==> src/rtl/uart_pkg.sv <==
// uart_pkg: shared types and constants for the FIFO-draining UART transmitter.
//   uart_state_e     : transmitter FSM states (StParity is used only when
//                      UART_TX_PARITY_EN is defined)
//   CLKS_PER_BIT_DEF : default clk cycles per serial bit
//   DATA_W_DEF       : default character width, matches the byte FIFO
//   IDLE_LEVEL       : level of the serial line when no frame is in flight
package uart_pkg;

  typedef enum logic [2:0] {
    StIdle,
    StReq,
    StLatch,
    StStart,
    StData,
    StParity,
    StStop
  } uart_state_e;

  localparam int unsigned CLKS_PER_BIT_DEF = 16;
  localparam int unsigned DATA_W_DEF       = 8;
  localparam logic        IDLE_LEVEL       = 1'b1;

endpackage

==> src/rtl/uart_baud_cnt.sv <==
// uart_baud_cnt: bit-period counter for the UART transmitter.
// Counts 0..CLKS_PER_BIT-1 and wraps; clr forces it back to 0.
//   clk     : system clock, rising edge
//   rst     : synchronous active-high reset
//   clr     : restart the bit period (asserted on every FSM state change)
//   bit_end : high on the last cycle of a bit period (count == CLKS_PER_BIT-1)
module uart_baud_cnt
  import uart_pkg::*;
#(
  parameter int unsigned CLKS_PER_BIT = CLKS_PER_BIT_DEF
) (
  input  logic clk,
  input  logic rst,
  input  logic clr,
  output logic bit_end
);

  localparam int unsigned   CntW    = (CLKS_PER_BIT > 1) ? $clog2(CLKS_PER_BIT) : 1;
  localparam logic [CntW-1:0] CntLast = CntW'(CLKS_PER_BIT - 1);

  logic [CntW-1:0] cnt_q, cnt_d;

  assign bit_end = (cnt_q == CntLast);

  always_comb begin
    cnt_d = cnt_q + CntW'(1);
    if (clr || bit_end) begin
      cnt_d = '0;
    end
  end

  always_ff @(posedge clk) begin
    if (rst) begin
      cnt_q <= '0;
    end else begin
      cnt_q <= cnt_d;
    end
  end

endmodule

==> src/rtl/uart_tx_fifo_drain.sv <==
// uart_tx_fifo_drain: pops bytes from the 8-bit synchronous FIFO whenever it is
// non-empty and the transmitter is idle, and sends each as a UART frame
// (start, DATA_W data bits LSB first, stop). Back-to-back bytes are separated
// by exactly two idle-high cycles (pop request + data latch).
// Build option: define UART_TX_PARITY_EN to insert an even-parity bit between
// the data bits and the stop bit.
//   clk        : system clock, rising edge
//   rst        : synchronous active-high reset; abandons any frame in flight
//   fifo_empty : FIFO empty flag, sampled only in idle and at the end of stop
//   fifo_data  : FIFO read data, valid the cycle after fifo_rd_en
//   fifo_rd_en : one-cycle pop request, exactly one per frame
//   tx         : serial line, idle high
//   busy       : high whenever the transmitter is not idle
//   tx_done    : one-cycle pulse on the last cycle of the stop bit
module uart_tx_fifo_drain
  import uart_pkg::*;
#(
  parameter int unsigned CLKS_PER_BIT = CLKS_PER_BIT_DEF,
  parameter int unsigned DATA_W       = DATA_W_DEF
) (
  input  logic              clk,
  input  logic              rst,
  input  logic              fifo_empty,
  input  logic [DATA_W-1:0] fifo_data,
  output logic              fifo_rd_en,
  output logic              tx,
  output logic              busy,
  output logic              tx_done
);

  localparam int unsigned     IdxW    = $clog2(DATA_W);
  localparam logic [IdxW-1:0] IdxLast = IdxW'(DATA_W - 1);

  uart_state_e       state_q, state_d;
  logic [DATA_W-1:0] shift_q, shift_d;
  logic [IdxW-1:0]   idx_q, idx_d;
  logic              tx_q, tx_d;
  logic              bit_end;
  logic              baud_clr;
`ifdef UART_TX_PARITY_EN
  logic              parity_q, parity_d;
`endif

  // Idle holds the counter at zero so the first bit of a frame is full length.
  assign baud_clr = (state_d != state_q) || (state_q == StIdle);

  uart_baud_cnt #(
    .CLKS_PER_BIT (CLKS_PER_BIT)
  ) u_baud_cnt (
    .clk     (clk),
    .rst     (rst),
    .clr     (baud_clr),
    .bit_end (bit_end)
  );

  always_comb begin
    state_d  = state_q;
    shift_d  = shift_q;
    idx_d    = idx_q;
`ifdef UART_TX_PARITY_EN
    parity_d = parity_q;
`endif
    case (state_q)
      StIdle: begin
        if (!fifo_empty) state_d = StReq;
      end
      StReq: begin
        state_d = StLatch;
      end
      StLatch: begin
        shift_d  = fifo_data;
`ifdef UART_TX_PARITY_EN
        parity_d = ^fifo_data;
`endif
        state_d  = StStart;
      end
      StStart: begin
        if (bit_end) state_d = StData;
      end
      StData: begin
        if (bit_end) begin
          if (idx_q == IdxLast) begin
            idx_d = '0;
`ifdef UART_TX_PARITY_EN
            state_d = StParity;
`else
            state_d = StStop;
`endif
          end else begin
            idx_d   = idx_q + IdxW'(1);
            shift_d = shift_q >> 1;
          end
        end
      end
`ifdef UART_TX_PARITY_EN
      StParity: begin
        if (bit_end) state_d = StStop;
      end
`endif
      StStop: begin
        // Chain straight into the next pop when more data is waiting.
        if (bit_end) state_d = fifo_empty ? StIdle : StReq;
      end
      default: begin
        state_d = StIdle;
      end
    endcase
  end

  // tx is registered from the next state so the pin never glitches.
  always_comb begin
    case (state_d)
      StStart:  tx_d = 1'b0;
      StData:   tx_d = shift_d[0];
`ifdef UART_TX_PARITY_EN
      StParity: tx_d = parity_d;
`endif
      default:  tx_d = IDLE_LEVEL;
    endcase
  end

  always_ff @(posedge clk) begin
    if (rst) begin
      state_q  <= StIdle;
      shift_q  <= '0;
      idx_q    <= '0;
      tx_q     <= IDLE_LEVEL;
`ifdef UART_TX_PARITY_EN
      parity_q <= 1'b0;
`endif
    end else begin
      state_q  <= state_d;
      shift_q  <= shift_d;
      idx_q    <= idx_d;
      tx_q     <= tx_d;
`ifdef UART_TX_PARITY_EN
      parity_q <= parity_d;
`endif
    end
  end

  assign fifo_rd_en = (state_q == StReq);
  assign busy       = (state_q != StIdle);
  assign tx_done    = (state_q == StStop) && bit_end;
  assign tx         = tx_q;

endmodule

==> config.mk <==
export PLATFORM = sky130hd
export DESIGN_NAME = uart_tx_fifo_drain
export DESIGN_NICKNAME = d
export VERILOG_FILES = /design/src/rtl/uart_pkg.sv /design/src/rtl/uart_baud_cnt.sv /design/src/rtl/uart_tx_fifo_drain.sv
export SDC_FILE = /design/constraint.sdc
export NUM_CORES = 1
export LEC_CHECK = 0
export ABC_CLOCK_PERIOD_IN_PS = 2250
export BUFFER_PORTS_ARGS = -buffer_cell sky130_fd_sc_hd__clkbuf_2
export CORE_ASPECT_RATIO = 0.7
export CORE_MARGIN = 2
export CORE_UTILIZATION = 35
export DETAILED_ROUTE_END_ITERATION = 10
export PLACE_DENSITY_LB_ADDON = 0.12
export SLEW_MARGIN = 40
export SYNTH_ARGS = -nofsm -noshare
export SYNTH_HDL_FRONTEND = slang
export SYNTH_HIERARCHICAL = 1
export SYNTH_SLANG_ARGS = --single-unit
==> constraint.sdc <==
create_clock -name clk -period 2.25 [get_ports clk]
set_input_delay 0.225 -clock clk [delete_from_list [all_inputs] [get_ports clk]]
set_output_delay 0.225 -clock clk [all_outputs]
set_load 0.1 [all_outputs]
==> results of run 1 <==
[layout make-up]
cell class | count | area, µm² | area share, %
flip-flops and latches | 19 | 380 | 36.0
repair buffers | 14 | 70.1 | 6.64
clock inverters | 1 | 5.00 | 0.474
inverters | 4 | 15.0 | 1.42
multi-input cells | 71 | 502 | 47.5
clock buffers | 3 | 41.3 | 3.91
well taps | 34 | 42.5 | 4.03
[layout by cell type (no fill, tap or decap), types with 2 or more instances in the layout]
| cell type | n |
|---|---|
| mux2i_1 | 3 |
| a22oi_1 | 2 |
| nand3_1 | 2 |
| dfxtp_1 | 19 |
| nor2_1 | 17 |
| and3_1 | 2 |
| nor2_2 | 2 |
| nand2_1 | 4 |
| a222oi_1 | 6 |
| nand2b_1 | 2 |
| a21oi_1 | 3 |
| clkbuf_8 | 3 |
| nor2b_1 | 7 |
| ha_1 | 3 |
| clkbuf_2 | 14 |
| inv_1 | 4 |
[flip-flops by register name, indices dropped and copies added (netlist names)]
| name | count |
|---|---|
| state_q | 3 |
| idx_q | 3 |
| shift_q | 8 |
| u_baud_cnt/cnt_q | 4 |
| tx | 1 |
[kinds of logic (layout without fill, tap and decap cells)]
logic type | Yosys count | count (layout)
buffers and inverters | 9 | 22
AOI/OAI and AO/OA | 20 | 20
muxes | 3 | 3
adders and majority gates | 3 | 3
DFF | 19 | 19
xor gates and xnor gates | 2 | 2
and+or+nand+nor | 43 | 43
[final timing paths]
path	from	end	slack (ps)
setup / recovery	u_baud_cnt/cnt_q[0]	tx_done	230
hold reg to reg	u_baud_cnt/cnt_q[0]	u_baud_cnt/cnt_q[0]	460
hold / removal	fifo_data[7]	shift_q[7]	200
setup reg to reg	u_baud_cnt/cnt_q[0]	shift_q[3]	400
[through the flow]
stage / hold WS [ps] / area [µm²] / power [W] / cells / utilization, %
6_report: 202 / 1060 / 0.000791 / 146 / 42.3
5_1_grt: 224 / 1060 / 0.000840 / 146 / 42.3
3_5_place_dp: 447 / 1010 / 0.000564 / 142 / 40.5
3_3_place_gp: 433 / 1010 / 0.000564 / 142 / 40.5
4_1_cts: 203 / 1060 / 0.000804 / 146 / 42.3
2_1_floorplan: 296 / 936 / 0.000537 / 99 / -
[metal layers]
metal | up-vias | share of wire, %
li1 | 384 | -
met1 | 362 | 50
met2 | 20 | 45
met3 | 2 | 3.9
met4 | 0 | 1.0
met5 | - | 0
[worst max-delay path, delay by kind of cell, from the launching register on]
kind                       cells  cell delay, ps
buffers and inverters          2             670
DFF                            1             360
and+or+nand+nor                3             310
adders and majority gates      1             200
[where the power goes]
part / switching (W) / internal, W / leakage [nW] / total (W)
clock: 0.000111 / 0.000123 / 0.0255 / 0.000234
combinational: 0.000120 / 0.0000579 / 0.267 / 0.000178
sequential: 0.0000217 / 0.000357 / 0.155 / 0.000378
total: 0.000254 / 0.000537 / 0.447 / 0.000791
==> impl_metrics.tcl, run 1 <==
set metrics [dict create \
    yosys.cell_types.count 36 \
    grt_util_met3_pct 2.88 \
    gp_congestion 0.771 \
    clkSlewWorstSetupHoldPaths_ps 80 \
    antenna_cells 0 \
    core-area_um2 2500 \
    met1_usage_pct 18.1 \
    yosysWarnings 6 \
    synth_simple_gate_area_share_pct 26.8 \
    synth_fp_nets 113 \
    start_kind "flip-flop" \
    hold_viol 0 \
    grt_max_degree 18 \
    cts_made_buffers 3 \
    ys_top_cells_by_count "19 x dfxtp_1, 18 x nor2_1, 7 x nor2b_1" \
    wl_per_cell_um 12.6 \
    vias 768 \
    synthXorXnorAreaFrac_pct 1.88 \
    synth.most_common_cell "dfxtp_1" \
    busiest_layer "met2" \
    vias_per_cell 5.26 \
    netlist_top_cells_area "dfxtp_1 41%, nor2_1 7.2%, a222oi_1 6.4%" \
    cp-end-kind "output port" \
    required_ps 2030 \
    crit_type "reg2out" \
    gr-total-overflow 0 \
    clock-sinks 19 \
    track_usage_pct 13.7 \
    clkLatencyLatePin_ps 260 \
    synth_top_family_by_area "simple AND/OR/NAND/NOR gates" \
    fp.dieW_um 65.7 \
    holdBufCountCts 0 \
    routed_wl_um 1840 \
    area_growth_pct 13.1 \
    finalMaxSlewViolations 0 \
    fillers 248 \
    die_area_um2 3100 \
    antenna_found_initial 0 \
    rsz0062_at_grt "no" \
    cap_violations 0 \
    place_ws_ps 415 \
    synth_compound_area_share_pct 17.6 \
    powerDensity_nw_per_um2 749 \
    grt_use_met2_pct 21.2 \
    tightest_slew_ps 544 \
    critPathMaxFanout 9 \
    cp_slowest_stage_delay_ps 450 \
    synth_cells 99 \
    start_util_pct 37.4 \
    fin_nets 127 \
    grt_pass1_wl_um 3110 \
    tns_ps 0 \
    max_freq_mhz 495 \
    die_height_um 47.2 \
    postRouteAntennaNets 0 \
    synth_top_area_share_pct 40.8 \
    cts_setup_buffers 0 \
    finalCriticalPeriod_ps 2020 \
    first_pass_iters 5 \
    crit_arrival_ps 1790 \
    synthAdderAreaFrac_pct 4.02 \
    finalSetupViolCount 0 \
    cts_tree "built" \
    ys_seq_area_share_pct 40.8 \
    holdPathStages 3 \
    portBuffers 14 \
    period_share_pct 89.7 \
    std_cell_rows 15 \
    synthArstFlopShare_pct 0 \
    cts_resized 0 \
    status "complete, no violations" \
    synthMuxAreaShare_pct 3.22 \
    netlist_area_um2 933 \
    maxSlewHeadroom_pct 63.9 \
    synth_top_cell_by_area "dfxtp_1" \
    ir_drop_mv 0.315 \
    cp_cell_sequence "ha_1 -> nand3_1 -> inv_1 -> nand2_1 -> nor2_2 -> clkbuf_2" \
    crit_slowest_cell "clkbuf_2" \
    setup_ws_ps 232 \
    rr_worst_depth 7 \
    synth_seq_cells 19 \
    drt_iter0_drc 74 \
    skew_ps 10.1 \
    syn_area_per_cell_um2 9.43 \
    drive_gt1_share_pct 23.2 \
    power.leakage_nw 0.447 \
    first_global_vias 707 \
    synth-edff-count 0 \
    cts-root-buf "clkbuf_8" \
    hpwl_um 1360 \
    synth-main-ff-cell "dfxtp_1" \
    clockBufferDepth 2 \
    drc 0 \
    io-pin-count 15 \
    hold_class "in2reg" \
    cts-htree-levels 1 \
]
Power figures use the tool's default switching activity.
==> inputs of run 2 (changes only) <==
--- a/config.mk
+++ b/config.mk
@@ -8,8 +8,8 @@
 export ABC_CLOCK_PERIOD_IN_PS = 2250
 export BUFFER_PORTS_ARGS = -buffer_cell sky130_fd_sc_hd__clkbuf_2
 export CORE_ASPECT_RATIO = 0.7
-export CORE_MARGIN = 2
-export CORE_UTILIZATION = 35
+export CORE_MARGIN = 4
+export CORE_UTILIZATION = 45
 export DETAILED_ROUTE_END_ITERATION = 10
 export PLACE_DENSITY_LB_ADDON = 0.12
 export SLEW_MARGIN = 40
==> run 2 against run 1 <==
Clock-buffer cell count is the same. Non-clock buffer count is the same. Largest power group unchanged. Combinational power is essentially flat. Wire length shrank 1.2%. Setup slack lost 34 ps. Critical endpoint unchanged. Clock skew shrank 2.8 ps. Final cell count shrank 8.2%. Fmax shrank 1.6%. Global-route usage shrank 0.34 points.
==> impl_metrics.tcl, run 2 (same netlist as run 1, synthesis figures left out) <==
set metrics [dict create \
    fin_hold_ws_ps 153 \
    std_cell_rows 13 \
    maxSlewHeadroom_pct 64.0 \
    crit_type "reg2out" \
    track_usage_pct 13.4 \
    power.leakage_nw 0.440 \
    r2r-start "u_baud_cnt/cnt_q[0]" \
    skew_ps 7.29 \
    critPathMaxFanout 9 \
    cap_violations 0 \
    cts_setup_buffers 0 \
    place_ws_ps 431 \
    holdBufCountCts 0 \
    busiest_layer "met2" \
    crit_arrival_ps 1830 \
    gp_congestion 0.745 \
    grt_pass1_wl_um 2930 \
    final_cell_mix "19 x dfxtp_1, 17 x nor2_1, 13 x clkbuf_2" \
    final_core_util_pct 53.3 \
    cp-end-kind "output port" \
    cts-htree-levels 1 \
    tns_ps 0 \
    antenna_found_initial 0 \
    largest_register_ff_count 8 \
    grt_use_met2_pct 21.6 \
    antenna_cells 0 \
    hold_start "fifo_data[7]" \
    powerDensity_nw_per_um2 714 \
    hold_viol 0 \
    cp_slowest_stage_delay_ps 420 \
    rsz0062_at_grt "no" \
    reg_top3 "shift_q x8, u_baud_cnt/cnt_q x4" \
    fp.dieW_um 62.4 \
    cts_made_buffers 3 \
    clkSlewWorstSetupHoldPaths_ps 110 \
    die_height_um 46.1 \
    wl_per_cell_um 13.6 \
    routed_wl_um 1820 \
    gr-total-overflow 0 \
    layout_commonest_cell "dfxtp_1" \
    core-area_um2 1920 \
    fin_nets 127 \
    clkLatencyLatePin_ps 300 \
    tightest_slew_ps 543 \
    period_share_pct 91.2 \
    crit_start "u_baud_cnt/cnt_q[0]" \
    largest_register "shift_q" \
    placed_area_um2 995 \
    cts_tree "built" \
    required_ps 2030 \
    status "complete, no violations" \
    cts_resized 0 \
    grt_max_degree 18 \
    design_area_um2 1020 \
    postRouteAntennaNets 0 \
    finalCriticalPeriod_ps 2050 \
    drive_gt1_share_pct 23.2 \
    first_global_vias 637 \
    start_kind "flip-flop" \
    clock-sinks 19 \
    die_area_um2 2880 \
    io-pin-count 15 \
    met1_usage_pct 17.0 \
    vias 756 \
    first_pass_iters 6 \
    finalSetupViolCount 0 \
    grt_util_met3_pct 5.85 \
    ir_drop_mv 0.436 \
    cts-root-buf "clkbuf_4" \
    start_util_pct 48.6 \
    area_growth_pct 9.52 \
    crit_slowest_cell "buf_2" \
    max_freq_mhz 487 \
    drt_iter0_drc 68 \
    portBuffers 14 \
    cp_cell_sequence "ha_1 -> nand3_1 -> inv_1 -> nand2_1 -> nor2_2 -> buf_2" \
    drc 0 \
    clockBufferDepth 2 \
    vias_per_cell 5.64 \
    hold_class "in2reg" \
    setup_ws_ps 198 \
    finalMaxSlewViolations 0 \
    hpwl_um 1280 \
]
[run 2: changes by cell type in the layout (fill, tap and decap cells not counted)]
cell	change
clkbuf_2	-1
clkbuf_8	-3
clkbuf_4	+3
buf_2	+1
[run 2: critical path, delay by kind of cell, from the launching register on]
family / cells / cell delay, ps
buffers and inverters: 2 / 630
flip-flops: 1 / 380
AND/OR/NAND/NOR: 3 / 320
adder cells (fa/ha/maj): 1 / 190
[run 2: final timing paths]
check / end / slack, ps / cells after the start
max: tx_done / 200 / 6
min reg2reg: u_baud_cnt/cnt_q[0] / 480 / 1
max reg2reg: shift_q[3] / 380 / 7
min: shift_q[7] / 150 / 3
[run 2: layer usage]
metal	wire length, µm	vias to the layer above	part of all wire (%)
met2	818	24	45
met1	871	349	48
met4	0	0	0
met5	0	-	0
li1	-	383	-
met3	126	0	6.9
[run 2: layout make-up]
class	instances	area, µm²
flip-flops and latches	19	380
well taps	22	27.5
clock buffers	3	22.5
inverters	4	15.0
repair buffers	14	70.1
multi-input cells	71	502
fillers	184	897
clock inverters	1	5.00
[run 2: stage by stage]
stage,cells,total power (W)
finish,134,0.000729
global route,134,0.000768
CTS,134,0.000734
detailed placement,130,0.000562
global placement,130,0.000561
floorplan,99,0.000537
[run 2: where the power goes]
| group | total [W] | switching [W] | internal [W] | leakage (nW) |
|---|---|---|---|---|
| Clock | 0.000174 | 0.000107 | 0.0000663 | 0.0177 |
| Sequential | 0.000378 | 0.0000214 | 0.000357 | 0.155 |
| Combinational | 0.000178 | 0.000120 | 0.0000578 | 0.268 |
